File: config.mk
export PLATFORM = sky130hd
export DESIGN_NAME = instr_fetch_unit
export DESIGN_NICKNAME = d
export VERILOG_FILES = /design/src/rtl/instr_fetch_unit.sv
export SDC_FILE = /design/constraint.sdc
export NUM_CORES = 1
export LEC_CHECK = 0
export CAP_MARGIN = 20
export CELL_PAD_IN_SITES_DETAIL_PLACEMENT = 0
export CELL_PAD_IN_SITES_GLOBAL_PLACEMENT = 1
export CORE_MARGIN = 1.5
export CORE_UTILIZATION = 40
export CTS_CLUSTER_SIZE = 20
export DETAILED_ROUTE_END_ITERATION = 16
export PLACE_DENSITY = 0.74
export SYNTH_ARGS = -nofsm -noshare
export SYNTH_HDL_FRONTEND = slang
export SYNTH_SLANG_ARGS = --single-unit
File: constraint.sdc
create_clock -name clk -period 9.3 [get_ports clk]
set_input_delay 2.325 -clock clk [delete_from_list [all_inputs] [get_ports clk]]
set_output_delay 2.325 -clock clk [all_outputs]
set_load 0.02 [all_outputs]
File: src/rtl/instr_fetch_unit.sv
// instr_fetch_unit: fetches 16-bit instruction words from the I-cache read
// port into a small prefetch queue and hands them to the IR on request
// (single-cycle ir_write strobe with ir_data/ir_pc). Redirects flush the queue.
// Optional feature macro: FETCH_PREFETCH_EN
//   defined     -> run ahead, issuing reads while the queue has a free slot
//   not defined -> demand fetch, one read per outstanding request
`ifndef OPCODE_NOP
`define OPCODE_NOP 4'h0
`endif

module instr_fetch_unit #(
    parameter int          DEPTH    = 2,
    parameter logic [15:0] RESET_PC = 16'h0000,
    parameter logic [15:0] NOP_WORD = {`OPCODE_NOP, 12'h000}
) (
    input  logic        clk,
    input  logic        reset,
    input  logic        ir_req,
    input  logic        redirect,
    input  logic [15:0] redirect_pc,
    output logic        i_readM,
    output logic [15:0] i_address,
    input  logic [15:0] i_data,
    input  logic        i_ready,
    output logic        ir_write,
    output logic [15:0] ir_data,
    output logic [15:0] ir_pc
);

    localparam int PW = (DEPTH > 1) ? $clog2(DEPTH) : 1;
    localparam int CW = PW + 1;

    typedef enum logic [1:0] {
        S_IDLE    = 2'd0,
        S_REQ     = 2'd1,
        S_DISCARD = 2'd2
    } state_t;

    state_t        state_q, state_d;
    logic [15:0]   fetch_pc_q, fetch_pc_d;
    logic [15:0]   addr_q, addr_d;
    logic          pending_q, pending_d;
    logic [CW-1:0] count_q, count_d;
    logic [PW-1:0] wr_ptr_q, wr_ptr_d;
    logic [PW-1:0] rd_ptr_q, rd_ptr_d;
    logic          ir_write_q, ir_write_d;
    logic [15:0]   ir_data_q, ir_data_d;
    logic [15:0]   ir_pc_q, ir_pc_d;

    // Each entry holds {pc, instruction word}
    logic [31:0]   mem_q [DEPTH];
    logic [31:0]   head;

    logic          pend;
    logic          q_empty;
    logic          issue_ok;
    logic          issue;
    logic          push;
    logic          pop;

    // A request seen this cycle counts as pending straight away, which gives
    // the one-cycle ir_req -> ir_write latency when a word is already queued.
    assign pend    = pending_q | ir_req;
    assign q_empty = (count_q == '0);
    assign head    = mem_q[rd_ptr_q];

`ifdef FETCH_PREFETCH_EN
    // In IDLE nothing is outstanding, so a free slot is the only condition.
    assign issue_ok = (count_q < CW'(DEPTH));
`else
    // Demand fetch: only go to memory when someone is waiting and nothing is queued.
    assign issue_ok = pend && q_empty;
`endif

    assign issue = (state_q == S_IDLE) && !redirect && issue_ok;
    // Redirect drops any returning data, including data arriving in the same cycle.
    assign push  = (state_q == S_REQ) && i_ready && !redirect;
    // Head is read from registered storage, so a word pushed this edge is not
    // visible until the next one (no push->pop bypass).
    assign pop   = !redirect && pend && !q_empty;

    // FSM state register
    always_ff @(posedge clk) begin
        if (reset) begin
            state_q <= S_IDLE;
        end else begin
            state_q <= state_d;
        end
    end

    // FSM next-state logic: a redirect during a read turns it into a discard
    always_comb begin
        state_d = state_q;
        case (state_q)
            S_IDLE: begin
                if (issue) begin
                    state_d = S_REQ;
                end
            end
            S_REQ: begin
                if (i_ready) begin
                    state_d = S_IDLE;
                end else if (redirect) begin
                    state_d = S_DISCARD;
                end
            end
            S_DISCARD: begin
                if (i_ready) begin
                    state_d = S_IDLE;
                end
            end
            default: state_d = S_IDLE;
        endcase
    end

    // FSM outputs: the read stays asserted, with a held address, through a discard
    always_comb begin
        i_readM   = (state_q != S_IDLE);
        i_address = addr_q;
    end

    // Datapath next-state: fetch pointer, queue bookkeeping, delivery register
    always_comb begin
        fetch_pc_d = fetch_pc_q;
        addr_d     = addr_q;
        count_d    = count_q;
        wr_ptr_d   = wr_ptr_q;
        rd_ptr_d   = rd_ptr_q;
        pending_d  = pend && !pop;
        ir_write_d = pop;
        ir_data_d  = ir_data_q;
        ir_pc_d    = ir_pc_q;

        if (issue) begin
            addr_d = fetch_pc_q;
        end

        if (redirect) begin
            fetch_pc_d = redirect_pc;
            count_d    = '0;
            wr_ptr_d   = '0;
            rd_ptr_d   = '0;
        end else begin
            if (push) begin
                fetch_pc_d = fetch_pc_q + 16'd1;
                wr_ptr_d   = wr_ptr_q + 1'b1;
            end
            if (pop) begin
                rd_ptr_d  = rd_ptr_q + 1'b1;
                ir_pc_d   = head[31:16];
                ir_data_d = head[15:0];
            end
            if (push && !pop) begin
                count_d = count_q + 1'b1;
            end else if (pop && !push) begin
                count_d = count_q - 1'b1;
            end
        end
    end

    // Datapath registers
    always_ff @(posedge clk) begin
        if (reset) begin
            fetch_pc_q <= RESET_PC;
            addr_q     <= RESET_PC;
            pending_q  <= 1'b0;
            count_q    <= '0;
            wr_ptr_q   <= '0;
            rd_ptr_q   <= '0;
            ir_write_q <= 1'b0;
            ir_data_q  <= NOP_WORD;
            ir_pc_q    <= 16'h0000;
        end else begin
            fetch_pc_q <= fetch_pc_d;
            addr_q     <= addr_d;
            pending_q  <= pending_d;
            count_q    <= count_d;
            wr_ptr_q   <= wr_ptr_d;
            rd_ptr_q   <= rd_ptr_d;
            ir_write_q <= ir_write_d;
            ir_data_q  <= ir_data_d;
            ir_pc_q    <= ir_pc_d;
        end
    end

    // Queue storage write; contents need no reset since count gates every read
    always_ff @(posedge clk) begin
        if (push) begin
            mem_q[wr_ptr_q] <= {fetch_pc_q, i_data};
        end
    end

    assign ir_write = ir_write_q;
    assign ir_data  = ir_data_q;
    assign ir_pc    = ir_pc_q;

endmodule
======== Yosys cells after proc, flatten, opt, wreduce, memory -nomap -nowiden ========
Memories as Yosys holds them, arrays and structs flattened. A register that Yosys moved wholly into a read port is not among the register bits.
Cells that the tools add are included.
operators by class
  $add $sub $neg .......................... 5
  multiplexer cells ....................... 11
  equal/unequal tests ..................... 5
  bitwise gates (word level) .............. 2
  reduce and logical (&&, ||, !) cells .... 22
operators by type and width
  cell                                                                   number
  16-bit two-way mux                                                     2
  16-bit by 1-bit adder with 16-bit output, second input constant        1
  2-bit two-way mux                                                      6
  1-bit logical AND                                                      10
  2-bit one-hot mux with 3 select lines                                  1
  2-bit nonzero test                                                     3
  1-bit zero test                                                        4
  2-bit zero test                                                        2
  2-bit inequality test, second input constant                           2
  3-bit inequality test, second input constant                           1
  3-bit AND reduction                                                    1
  1-bit adder, second input constant                                     2
  2-bit by 1-bit adder with 2-bit output, second input constant          1
  2-bit by 1-bit equality test with 1-bit output, second input constant  1
  2-bit equality test, second input constant                             1
  1-bit two-way mux                                                      2
  2-bit AND reduction                                                    1
  2-bit OR reduction                                                     1
  2-bit by 1-bit subtractor with 2-bit output, second input constant     1
  1-bit inverter                                                         1
  1-bit OR                                                               1
storage, ports and cells
  memories ................................ 1
  output and inout bits ................... 50
  input port bits ......................... 37
  register bits after elaboration ......... 40
  bits in writable memories ............... 64
  word-level logic and storage cells ...... 54
memory list
  memory  depth  width  rd ports  clocked after memory_dff  wr ports  line  RTL
  mem_q   2      32     1         1                         1         51    logic [31:0] mem_q [DEPTH];

======== Longest topological paths before layout ========
Gate-level depths: netlist (run 1).
  depth in word-level cells ............... 7
  mapped depth ............................ 10
  depth with buffers taken out ............ 8

======== Worst setup path after synthesis (run 1) ========
No wires, ideal clock.
  path type ............................... input to register
  from .................................... input port redirect
  to ...................................... memory mem_q[0][0], enable pin
  data required time ...................... 8839 ps
  stages on the path ...................... 3
  library setup time ...................... 461 ps
  arrival ................................. 4962 ps
  path slack .............................. 3877 ps
  path buffers ............................ 2
  cell sequence ........................... buf_2 buf_1 nor3_1
on the way
  cells in the longest elaborated chain, start to end .. 4
RTL lines
  what                                     line  RTL
  start, declared                          19    input logic redirect,
  1-bit zero test                          77    assign push = (state_q == S_REQ) && i_ready && !redirect;
  1-bit logical AND                        77
  1-bit two-way mux                        188   if (push) begin
  1-bit two-way mux (not written as such)  189   mem_q[wr_ptr_q] <= {fetch_pc_q, i_data};
  end, declared                            51
Every way passes these cells.

======== Worst setup path in the final report (run 1) ========
  from .................................... input port redirect
  to ...................................... register fetch_pc_q[15]
on the way
  cells in the longest elaborated chain, start to end .. 3
  elaborated cells on any way between the ends .. 4
RTL lines
  what                                 line  RTL
  1-bit zero test                      77
  1-bit logical AND                    77
  2-bit nonzero test (no source line)  n/a
  end signal, assigned                 174   fetch_pc_q <= fetch_pc_d;
  end, declared                        40    logic [15:0] fetch_pc_q, fetch_pc_d;
Parallel ways exist; a longest one is shown, timed or not.
A chain may end at the register's enable or synchronous reset.

==> results of run 1 <==
-- cells in the mapped netlist, types with 3 or more instances --
cell	n	share of area (%)
mux2i_1	49	9.4
a311oi_1	3	0.51
o21ai_0	3	0.29
buf_6	3	0.65
buf_2	8	0.77
nand2_1	10	0.72
dfxtp_1	72	28
nor4_1	4	0.48
a21oi_1	5	0.48
a211oi_1	39	5.6
nand3_1	6	0.58
nor3_1	13	1.3
inv_1	8	0.58
nor2_1	64	4.6
xor2_1	3	0.51
clkbuf_1	10	0.72
edfxtp_1	64	37
xnor2_1	11	1.9
-- layout by cell type (no fill, tap or decap), drive strengths merged --
| cell | Yosys | routed |
|---|---|---|
| nand4 | 2 | 2 |
| nor4b | 1 | 1 |
| o21bai | 1 | 1 |
| nor3 | 16 | 16 |
| inv | 8 | 8 |
| and3 | 1 | 1 |
| o211ai | 1 | 1 |
| a31oi | 2 | 2 |
| nand2 | 10 | 10 |
| xnor2 | 11 | 11 |
| clkinv | 1 | 7 |
| o21ai | 3 | 3 |
| a21o | 2 | 2 |
| ha | 2 | 2 |
| nor2 | 64 | 64 |
| a21oi | 5 | 5 |
| a311oi | 3 | 3 |
| xor2 | 3 | 3 |
| nand3 | 7 | 7 |
| nand4b | 1 | 1 |
| clkbuf | 11 | 26 |
| and4 | 2 | 2 |
| or3 | 3 | 3 |
| mux2 | 2 | 2 |
| nor4 | 4 | 4 |
| mux2i | 49 | 49 |
| dfxtp | 72 | 72 |
| and2 | 1 | 1 |
| edfxtp | 64 | 64 |
| o31a | 1 | 1 |
| or2 | 1 | 1 |
| buf | 15 | 6 |
| a211oi | 39 | 39 |
| clkdlybuf4s50 | 0 | 85 |
| nand3b | 1 | 1 |
-- power by group --
part | internal [mW] | switching [mW] | total, mW
sequential | 0.641 | 0.0141 | 0.655
combinational | 0.0390 | 0.0387 | 0.0778
clock | 0.343 | 0.224 | 0.567
total | 1.02 | 0.277 | 1.30
-- area by class of cell --
cell class	count	share of cell area (%)
Sequential cell	136	50.56
Clock buffer	26	7.052
Clock inverter	6	0.4137
Inverter	9	0.5077
Tap cell	172	3.234
Timing Repair Buffer	91	13.43
Multi-Input combinational cell	238	24.80
-- registers in the layout, summed over array words and instances (netlist names) --
register / flops
ir_pc: 16
fetch_pc_q: 16
mem_q: 64
state_q: 2
rd_ptr_q: 1
ir_data: 16
i_address: 16
count_q: 2
ir_write: 1
wr_ptr_q: 1
pending_q: 1
-- metrics by stage --
stage / hold WS, ns / power (mW)
CTS: 0.4996 / 1.315
floorplan: 0.4472 / 0.7091
global route: 0.5107 / 1.347
global placement: 0.4799 / 0.7437
detailed placement: 0.4823 / 0.7456
finish: 0.4926 / 1.300
-- cell families after synthesis --
kind of cell	after synthesis
AOI/OAI and AO/OA	57
xor gates and xnor gates	14
adders and majority gates	2
buffers and inverters	35
DFF	136
muxes	51
and+or+nand+nor	114
-- final timing paths --
check,cells past startpoint,end,start
setup reg to reg,5,fetch_pc_q[12],fetch_pc_q[0]
hold / removal,2,i_address[15],i_address[15]
hold reg to reg,2,i_address[15],i_address[15]
setup / recovery,4,fetch_pc_q[15],redirect
-- tightest hold or removal path, delay by kind of cell (launching register included) --
kind	cells	cell delay (ns)
multiplexers	1	0.06
flip-flops	1	0.32
AND/OR/NAND/NOR	1	0.07
-- layer usage --
| layer | vias to the layer above | routed length [µm] |
|---|---|---|
| met3 | 16 | 571 |
| met2 | 92 | 4678 |
| met5 | - | 0 |
| li1 | 1668 | - |
| met4 | 0 | 189 |
| met1 | 1542 | 4582 |
==> results_dict.tcl, run 1 <==
set metrics [dict create \
    hold_violations 0 \
    syn-num-nets 448 \
    worstSkewPairLatency_ns 0.41 \
    rsz0062_at_grt "false" \
    utilization_pct 52.73 \
    placed_cell_area_um2 6157 \
    grt_pass1_vias 3276 \
    crit_path_max_fanout 25 \
    drt_iter0_drc 172 \
    end_kind "register" \
    rows 41 \
    routedWlPerCell_um 14.78 \
    rrSetupSlack_ns 7.41 \
    syn_avg_cell_area_um2 12.69 \
    fmax_ghz 0.2291 \
    antenna_found_initial 0 \
    busiest_layer "met2" \
    vias 3318 \
    setup_ws_ns 4.934 \
    synthXorXnorAreaFrac_pct 2.362 \
    slowest_stage "clkdlybuf4s50_1" \
    synthCells 409 \
    crit_type "primary input to register" \
    fp.dieW_um 116.9 \
    yosysSeqAreaShare_pct 64.79 \
    ir_drop_v 0.0001032 \
    tightest_slew_ns 1.056 \
    dp.cells 646 \
    syn_to_final_growth_pct 28.18 \
    powerDensity_nw_per_um2 195.4 \
    io_buffers 86 \
    h-tree-depth 4 \
    fp.coreArea_um2 12620 \
    drt_wl_total_um 10020 \
    path_buf_inv 2 \
    gp_congestion 0.7288 \
    critical_path_required_ns 9.56 \
    antenna_cells 0 \
    crit_path_cell_trace "clkdlybuf4s50_1 > clkinv_1 > o21bai_1 > a31oi_1" \
    ys_types 43 \
    drive_gt1_share_pct 7.905 \
    grt_pass1_wl_um 15910 \
    arrival_ns 4.63 \
    outcome "finished clean" \
    synth_area_um2 5191 \
    gr-total-overflow 0 \
    ys_warn_count 0 \
    drc 0 \
    cp_top_family "buffers and inverters" \
    cts_sinks 136 \
    postCtsSetupBuffers 0 \
    vias_per_cell 4.894 \
    synth_top_family_by_area "simple AND/OR/NAND/NOR gates" \
    dp_slack_ns 4.529 \
    drv_slew 0 \
    synth_mux_area_share_pct 9.882 \
    die-area_um2 13670 \
    yosys.area_share.simple_pct 10.77 \
    fin_worst_skew_ns 0.006673 \
    clk_path_buf_depth 2 \
    post-route-period-util_pct 46.94 \
    dpl.hpwl_um 6250 \
    gr-usage-met3_pct 4.995 \
    cts_resized 0 \
    cts_tree "done" \
    met1_usage_pct 18.55 \
    synth_compound_area_share_pct 7.906 \
    start_util_pct 41.14 \
    start_kind "primary input" \
    fillerInstances 1123 \
    final_nets 532 \
    clk_pin_slew_ns 0.05 \
    slowest_delay_ns 1.04 \
    setup_tns_ns 0 \
    numCtsBuffers 17 \
    hp-class "register to register" \
    slew_headroom_pct 29.58 \
    grt_usage_pct 15.60 \
    synth_adder_area_share_pct 0.4820 \
    synthArstFlopShare_pct 0 \
    multi_input_area_um2 1650 \
    grt_max_degree 75 \
    num_io_pins 87 \
    synth_edf_count 64 \
    synth_top_flop_cell "dfxtp_1" \
    design_area_um2 6654 \
    detail-route-antenna-nets 0 \
    postSynthRegisterBits 136 \
    die_y_um 116.9 \
    drtPass1Iterations 4 \
    met2_usage_pct 25.34 \
    p_leak_nw 2.174 \
    setup_viol 0 \
    final_cells 678 \
    cts_root_buf "clkbuf_16" \
    period_minus_slack_ns 4.366 \
    ctsHoldBuffers 0 \
    maxCapViolCount 0 \
    register_area_um2 3364 \
]
(Power assumes the default switching activity.)
==> inputs of run 2 (changes only) <==
==> constraint.sdc (replaced) <==
create_clock -name clk -period 4.5 [get_ports clk]
set_input_delay 1.125 -clock clk [delete_from_list [all_inputs] [get_ports clk]]
set_output_delay 1.125 -clock clk [all_outputs]
set_load 0.02 [all_outputs]
==> run 2 against run 1 <==
  * Global-route usage decreased by 0.22 points
  * Final cell count is 0.29% higher
  * Combinational power rose by 110%
  * Clock power grew to 2.6 times the previous value
  * Register-to-register slack lost 4.8 ns
  * Hold slack better by 0.0014 ns
  * Cell area increased by 2.4%
  * Non-clock buffer count rose by 2
  * Largest cell class unchanged
  * Highest routed layer unchanged
==> results_dict.tcl, run 2 (same netlist as run 1, synthesis figures left out) <==
set metrics [dict create \
    cts_resized 0 \
    postCtsSetupBuffers 0 \
    ctsHoldBuffers 0 \
    path_depth 6 \
    maxCapViolCount 0 \
    drc 0 \
    dpl.hpwl_um 6190 \
    final_common_cell "clkdlybuf4s50_1" \
    r2r-end "fetch_pc_q[12]" \
    detail-route-antenna-nets 0 \
    rows 41 \
    crit_type "primary input to register" \
    start_kind "primary input" \
    grt_pass1_wl_um 15800 \
    drt_wl_total_um 9837 \
    period_minus_slack_ns 2.777 \
    p_leak_nw 2.253 \
    p_int_mw 2.391 \
    power.share.combinational_pct 5.4 \
    slew_headroom_pct 28.13 \
    ir_drop_v 0.0002424 \
    outcome "finished clean" \
    critPathMostFrequentCell "buf_4" \
    holdWs_ns 0.4940 \
    drive_gt1_share_pct 9.252 \
    antenna_cells 0 \
    crit_path_cell_trace "clkdlybuf4s50_1 > buf_4 > nor3_4 > buf_4 > nor2_1 > a211oi_1" \
    clk_pin_slew_ns 0.05 \
    arrival_ns 3.08 \
    numCtsBuffers 17 \
    vias_per_cell 4.900 \
    fin_worst_skew_ns 0.009764 \
    antenna_found_initial 0 \
    post-route-period-util_pct 61.71 \
    fillerInstances 1096 \
    powerDensity_nw_per_um2 437.3 \
    grt_usage_pct 15.39 \
    vias 3332 \
    final_cell_mix "clkdlybuf4s50_1, dfxtp_1, nor2_1, edfxtp_1, mux2i_1" \
    rrSetupSlack_ns 2.63 \
    gp_congestion 0.7286 \
    drtPass1Iterations 4 \
    switching_power_uw 587.6 \
    end_kind "register" \
    path_buf_inv 3 \
    top_register "mem_q" \
    die_y_um 116.9 \
    io_buffers 86 \
    fp.dieW_um 116.9 \
    r2r_start "fetch_pc_q[0]" \
    crit_path_max_fanout 66 \
    routedWlPerCell_um 14.47 \
    clk_path_buf_depth 2 \
    slowest_delay_ns 0.56 \
    grt_max_degree 67 \
    slowest_stage "clkdlybuf4s50_1" \
    critical_path_required_ns 4.80 \
    endpoint "ir_data[1]" \
    gr-total-overflow 0 \
    hold_violations 0 \
    crit_path_start "redirect" \
    cts_sinks 136 \
    pwr-share-clk_pct 49.1 \
    rsz0062_at_grt "false" \
    cts_root_buf "clkbuf_16" \
    p_sw_share_pct 19.73 \
    setup_viol 0 \
    cts_tree "done" \
    tightest_slew_ns 1.078 \
    h-tree-depth 4 \
    drt_iter0_drc 143 \
    num_io_pins 87 \
    syn_to_final_growth_pct 31.19 \
    cp_top_family "buffers and inverters" \
    fmax_ghz 0.3601 \
    final_nets 534 \
    start_util_pct 41.14 \
    setup_tns_ns 0 \
    hp-class "register to register" \
    die-area_um2 13670 \
    largest_reg_flops 64 \
    r2r_cells 5 \
    grt_pass1_vias 3238 \
    seqPwrFrac_pct 45.5 \
    drv_slew 0 \
    fp.coreArea_um2 12620 \
    worstSkewPairLatency_ns 0.41 \
]
==> run 2: cell count changes in the layout (fill, tap and decap cells not counted) <==
cell,before,now
clkbuf_16,17,20
bufinv_16,0,3
clkinv_1,3,1
clkbuf_1,8,5
buf_4,5,7
clkinv_2,4,3
==> run 2: power groups by stage <==
| stage | clock [mW] | combinational [mW] | sequential (mW) |
|---|---|---|---|
| CTS | 1.49 | 0.163 | 1.35 |
| global placement | 0 | 0.161 | 1.38 |
| floorplan | 0 | 0.0836 | 1.38 |
| detailed placement | 0 | 0.162 | 1.38 |
| global route | 1.53 | 0.175 | 1.36 |
| finish | 1.46 | 0.161 | 1.35 |
==> run 2: worst min-delay path by stage <==
stage | to | depth (start not counted) | slack [ns] | startpoint
after floorplan | mem_q[0][31] | 0 | 0.45 | fetch_pc_q[15]
after global placement | state_q[0] | 1 | 0.48 | state_q[1]
after CTS | ir_data[13] | 2 | 0.50 | ir_data[13]
after global routing | ir_pc[4] | 2 | 0.51 | ir_pc[4]
final | i_address[13] | 2 | 0.49 | i_address[13]
after detailed placement | i_address[4] | 2 | 0.48 | i_address[4]
==> run 2: through the flow <==
step / power, mW / std cells / utilization [%] / setup WS (ns) / cell area (µm²)
floorplan: 1.465 / 409 / - / 0.2768 / 5191
global placement: 1.539 / 648 / 48.91 / 1.386 / 6172
detailed placement: 1.541 / 648 / 48.91 / 1.312 / 6172
CTS: 3.007 / 680 / 53.97 / 1.702 / 6810
global route: 3.066 / 680 / 53.97 / 1.541 / 6810
finish: 2.978 / 680 / 53.97 / 1.723 / 6810
==> run 2: cell type report <==
| cell class | count | area, µm² | share of cell area [%] |
|---|---|---|---|
| Sequential cell | 136 | 3364 | 49.40 |
| Multi-Input combinational cell | 238 | 1650 | 24.23 |
| Timing Repair Buffer | 93 | 908.4 | 13.34 |
| Clock buffer | 26 | 533.0 | 7.827 |
| Tap cell | 172 | 215.2 | 3.160 |
| Clock inverter | 6 | 105.1 | 1.543 |
| Inverter | 9 | 33.78 | 0.4961 |
==> run 2: per-layer routing <==
layer,track usage (%),vias up,routed length (µm)
met3,4.274,13,436
met2,24.72,89,4519
met1,19.68,1557,4724
met5,0,-,0
li1,-,1673,-
met4,6.506,0,157
==> run 2: worst min-delay path: stages, from the launching register on <==
cell	delay [ns]
dfxtp_1	0.32
mux2i_1	0.06
nor2_1	0.08
==> inputs of run 3 (changes only) <==
--- a/config.mk
+++ b/config.mk
@@ -9,7 +9,7 @@
 export CELL_PAD_IN_SITES_DETAIL_PLACEMENT = 0
 export CELL_PAD_IN_SITES_GLOBAL_PLACEMENT = 1
 export CORE_MARGIN = 1.5
-export CORE_UTILIZATION = 40
+export CORE_UTILIZATION = 38
 export CTS_CLUSTER_SIZE = 20
 export DETAILED_ROUTE_END_ITERATION = 16
 export PLACE_DENSITY = 0.74
==> constraint.sdc (replaced) <==
create_clock -name clk -period 2.3 [get_ports clk]
set_input_delay 0.575 -clock clk [delete_from_list [all_inputs] [get_ports clk]]
set_output_delay 0.575 -clock clk [all_outputs]
set_load 0.02 [all_outputs]
==> run 3 against run 2 <==
  * Flip-flop and latch count did not move
  * Clock skew fell by 0.0020 ns
  * Sequential share of layout area fell by 0.74 points
  * Clock power rose by 79%
  * Utilization fell by 1.9 points
  * Register-to-register slack got worse by 2.1 ns
  * Hold slack barely moved
  * First-iteration DRC count rose by 3.5%
  * Clock-buffer cell count fell by 9
  * Critical path type is now register to primary output
  * Largest cell class unchanged
  * Largest power group is now sequential cells
  * Highest routed layer unchanged
==> results_dict.tcl, run 3 (same netlist as run 1, synthesis figures left out) <==
set metrics [dict create \
    rows 42 \
    drive_gt1_share_pct 12.16 \
    period_minus_slack_ns 2.182 \
    largest_reg_flops 64 \
    numCtsBuffers 17 \
    met2_length_um 4738 \
    setup_tns_ns 0 \
    fin_worst_skew_ns 0.007728 \
    end_kind "primary output" \
    grt_pass1_vias 3327 \
    dpl.hpwl_um 6724 \
    tightest_slew_ns 0.4660 \
    drc 0 \
    num_io_pins 87 \
    fp.dieW_um 119.9 \
    cts_sinks 136 \
    highest_layer "met4" \
    final_cell_mix "clkdlybuf4s50_1, dfxtp_1, nor2_1, edfxtp_1, mux2i_1" \
    grt_usage_pct 15.22 \
    maxCapViolCount 0 \
    drt_wl_total_um 10070 \
    ir_drop_v 0.0004728 \
    clk_path_buf_depth 2 \
    routedWlPerCell_um 14.51 \
    powerDensity_nw_per_um2 808.5 \
    fmax_ghz 0.4583 \
    critical_path_required_ns 1.73 \
    die_y_um 119.9 \
    setup_ws_ns 0.1178 \
    drv_slew 0 \
    holdWs_ns 0.4941 \
    arrival_ns 1.61 \
    cts_root_buf "clkbuf_16" \
    dp_slack_ns 0.009663 \
    gr-total-overflow 0 \
    fp.coreArea_um2 13300 \
    p_leak_nw 2.276 \
    crit_path_max_fanout 5 \
    start_util_pct 39.05 \
    vias_per_cell 4.841 \
    setup_viol 0 \
    final_common_cell "clkdlybuf4s50_1" \
    register_area_um2 3366 \
    postCtsSetupBuffers 0 \
    hp-class "register to register" \
    crit_type "register to primary output" \
    antenna_found_initial 0 \
    final_nets 544 \
    hold_violations 0 \
    worstSkewPairLatency_ns 0.42 \
    clk_pin_slew_ns 0.06 \
    h-tree-depth 4 \
    rsz0062_at_grt "false" \
    io_buffers 86 \
    detail-route-antenna-nets 0 \
    syn_to_final_growth_pct 33.24 \
    multi_input_area_um2 1658 \
    vias 3360 \
    fillerInstances 1131 \
    dr_wl_met3_um 472 \
    antenna_cells 0 \
    die-area_um2 14370 \
    post-route-period-util_pct 94.88 \
    grt_max_degree 54 \
    cts_tree "done" \
    grt_pass1_wl_um 16560 \
    top_register "mem_q" \
    slew_headroom_pct 68.93 \
    drt_iter0_drc 148 \
    start_kind "register" \
    drtPass1Iterations 4 \
    drt-met1-wl_um 4734 \
    outcome "finished clean" \
    gp_congestion 0.7441 \
]
## run 3: cell count changes in the layout (fill, tap and decap cells not counted), sizes merged
cell,before,now
buf,8,18
clkbuf,26,17
clkinvlp,0,5
clkinv,4,8
bufinv,3,2
inv,8,9
## run 3: repair_timing
item / in CTS / in global routing
setup endpoints to repair: 0 / 1
resized for setup: 0 / 1
endpoints found under the hold margin: 0 / 0
hold buffers: 0 / 0
## run 3: per-stage QoR
stage	instances	power [mW]	utilization [%]	instance area (µm²)
global route	694	5.819	52.02	6917
floorplan	409	2.868	-	5202
detailed placement	662	3.038	47.65	6335
finish	694	5.592	52.02	6917
CTS	694	5.648	52.01	6915
global placement	662	3.029	47.65	6335
## run 3: worst max-delay path: stages, from the launching register on
cell	delay, ns
dfxtp_1	0.40
or2_4	0.18
clkdlybuf4s50_1	0.61
## run 3: path summary, 6_finish.rpt
| kind | from | to | slack [ns] | depth (start not counted) |
|---|---|---|---|---|
| worst min-delay path | i_address[13] | i_address[13] | 0.49 | 2 |
| worst min register to register | i_address[13] | i_address[13] | 0.49 | 2 |
| worst max-delay path | state_q[1] | i_readM | 0.12 | 2 |
| worst max register to register | fetch_pc_q[0] | fetch_pc_q[10] | 0.49 | 5 |
## run 3: final cells by class
type | instances | share of cell area (%)
Sequential cell | 136 | 48.66
Multi-Input combinational cell | 238 | 23.97
Timing Repair Buffer | 103 | 15.30
Clock buffer | 17 | 6.151
Tap cell | 176 | 3.184
Clock inverter | 15 | 2.243
Inverter | 9 | 0.4884
## run 3: routing by layer
layer	GRT usage [%]	vias up
li1	-	1696
met1	19.03	1574
met2	24.32	79
met3	5.228	11
met4	5.952	0
met5	0	-
## run 3: power breakdown
group / switching, mW / total [mW] / internal, mW
Clock: 1.01 / 2.61 / 1.59
Combinational: 0.164 / 0.340 / 0.175
Sequential: 0.0558 / 2.65 / 2.59
Total: 1.23 / 5.59 / 4.36
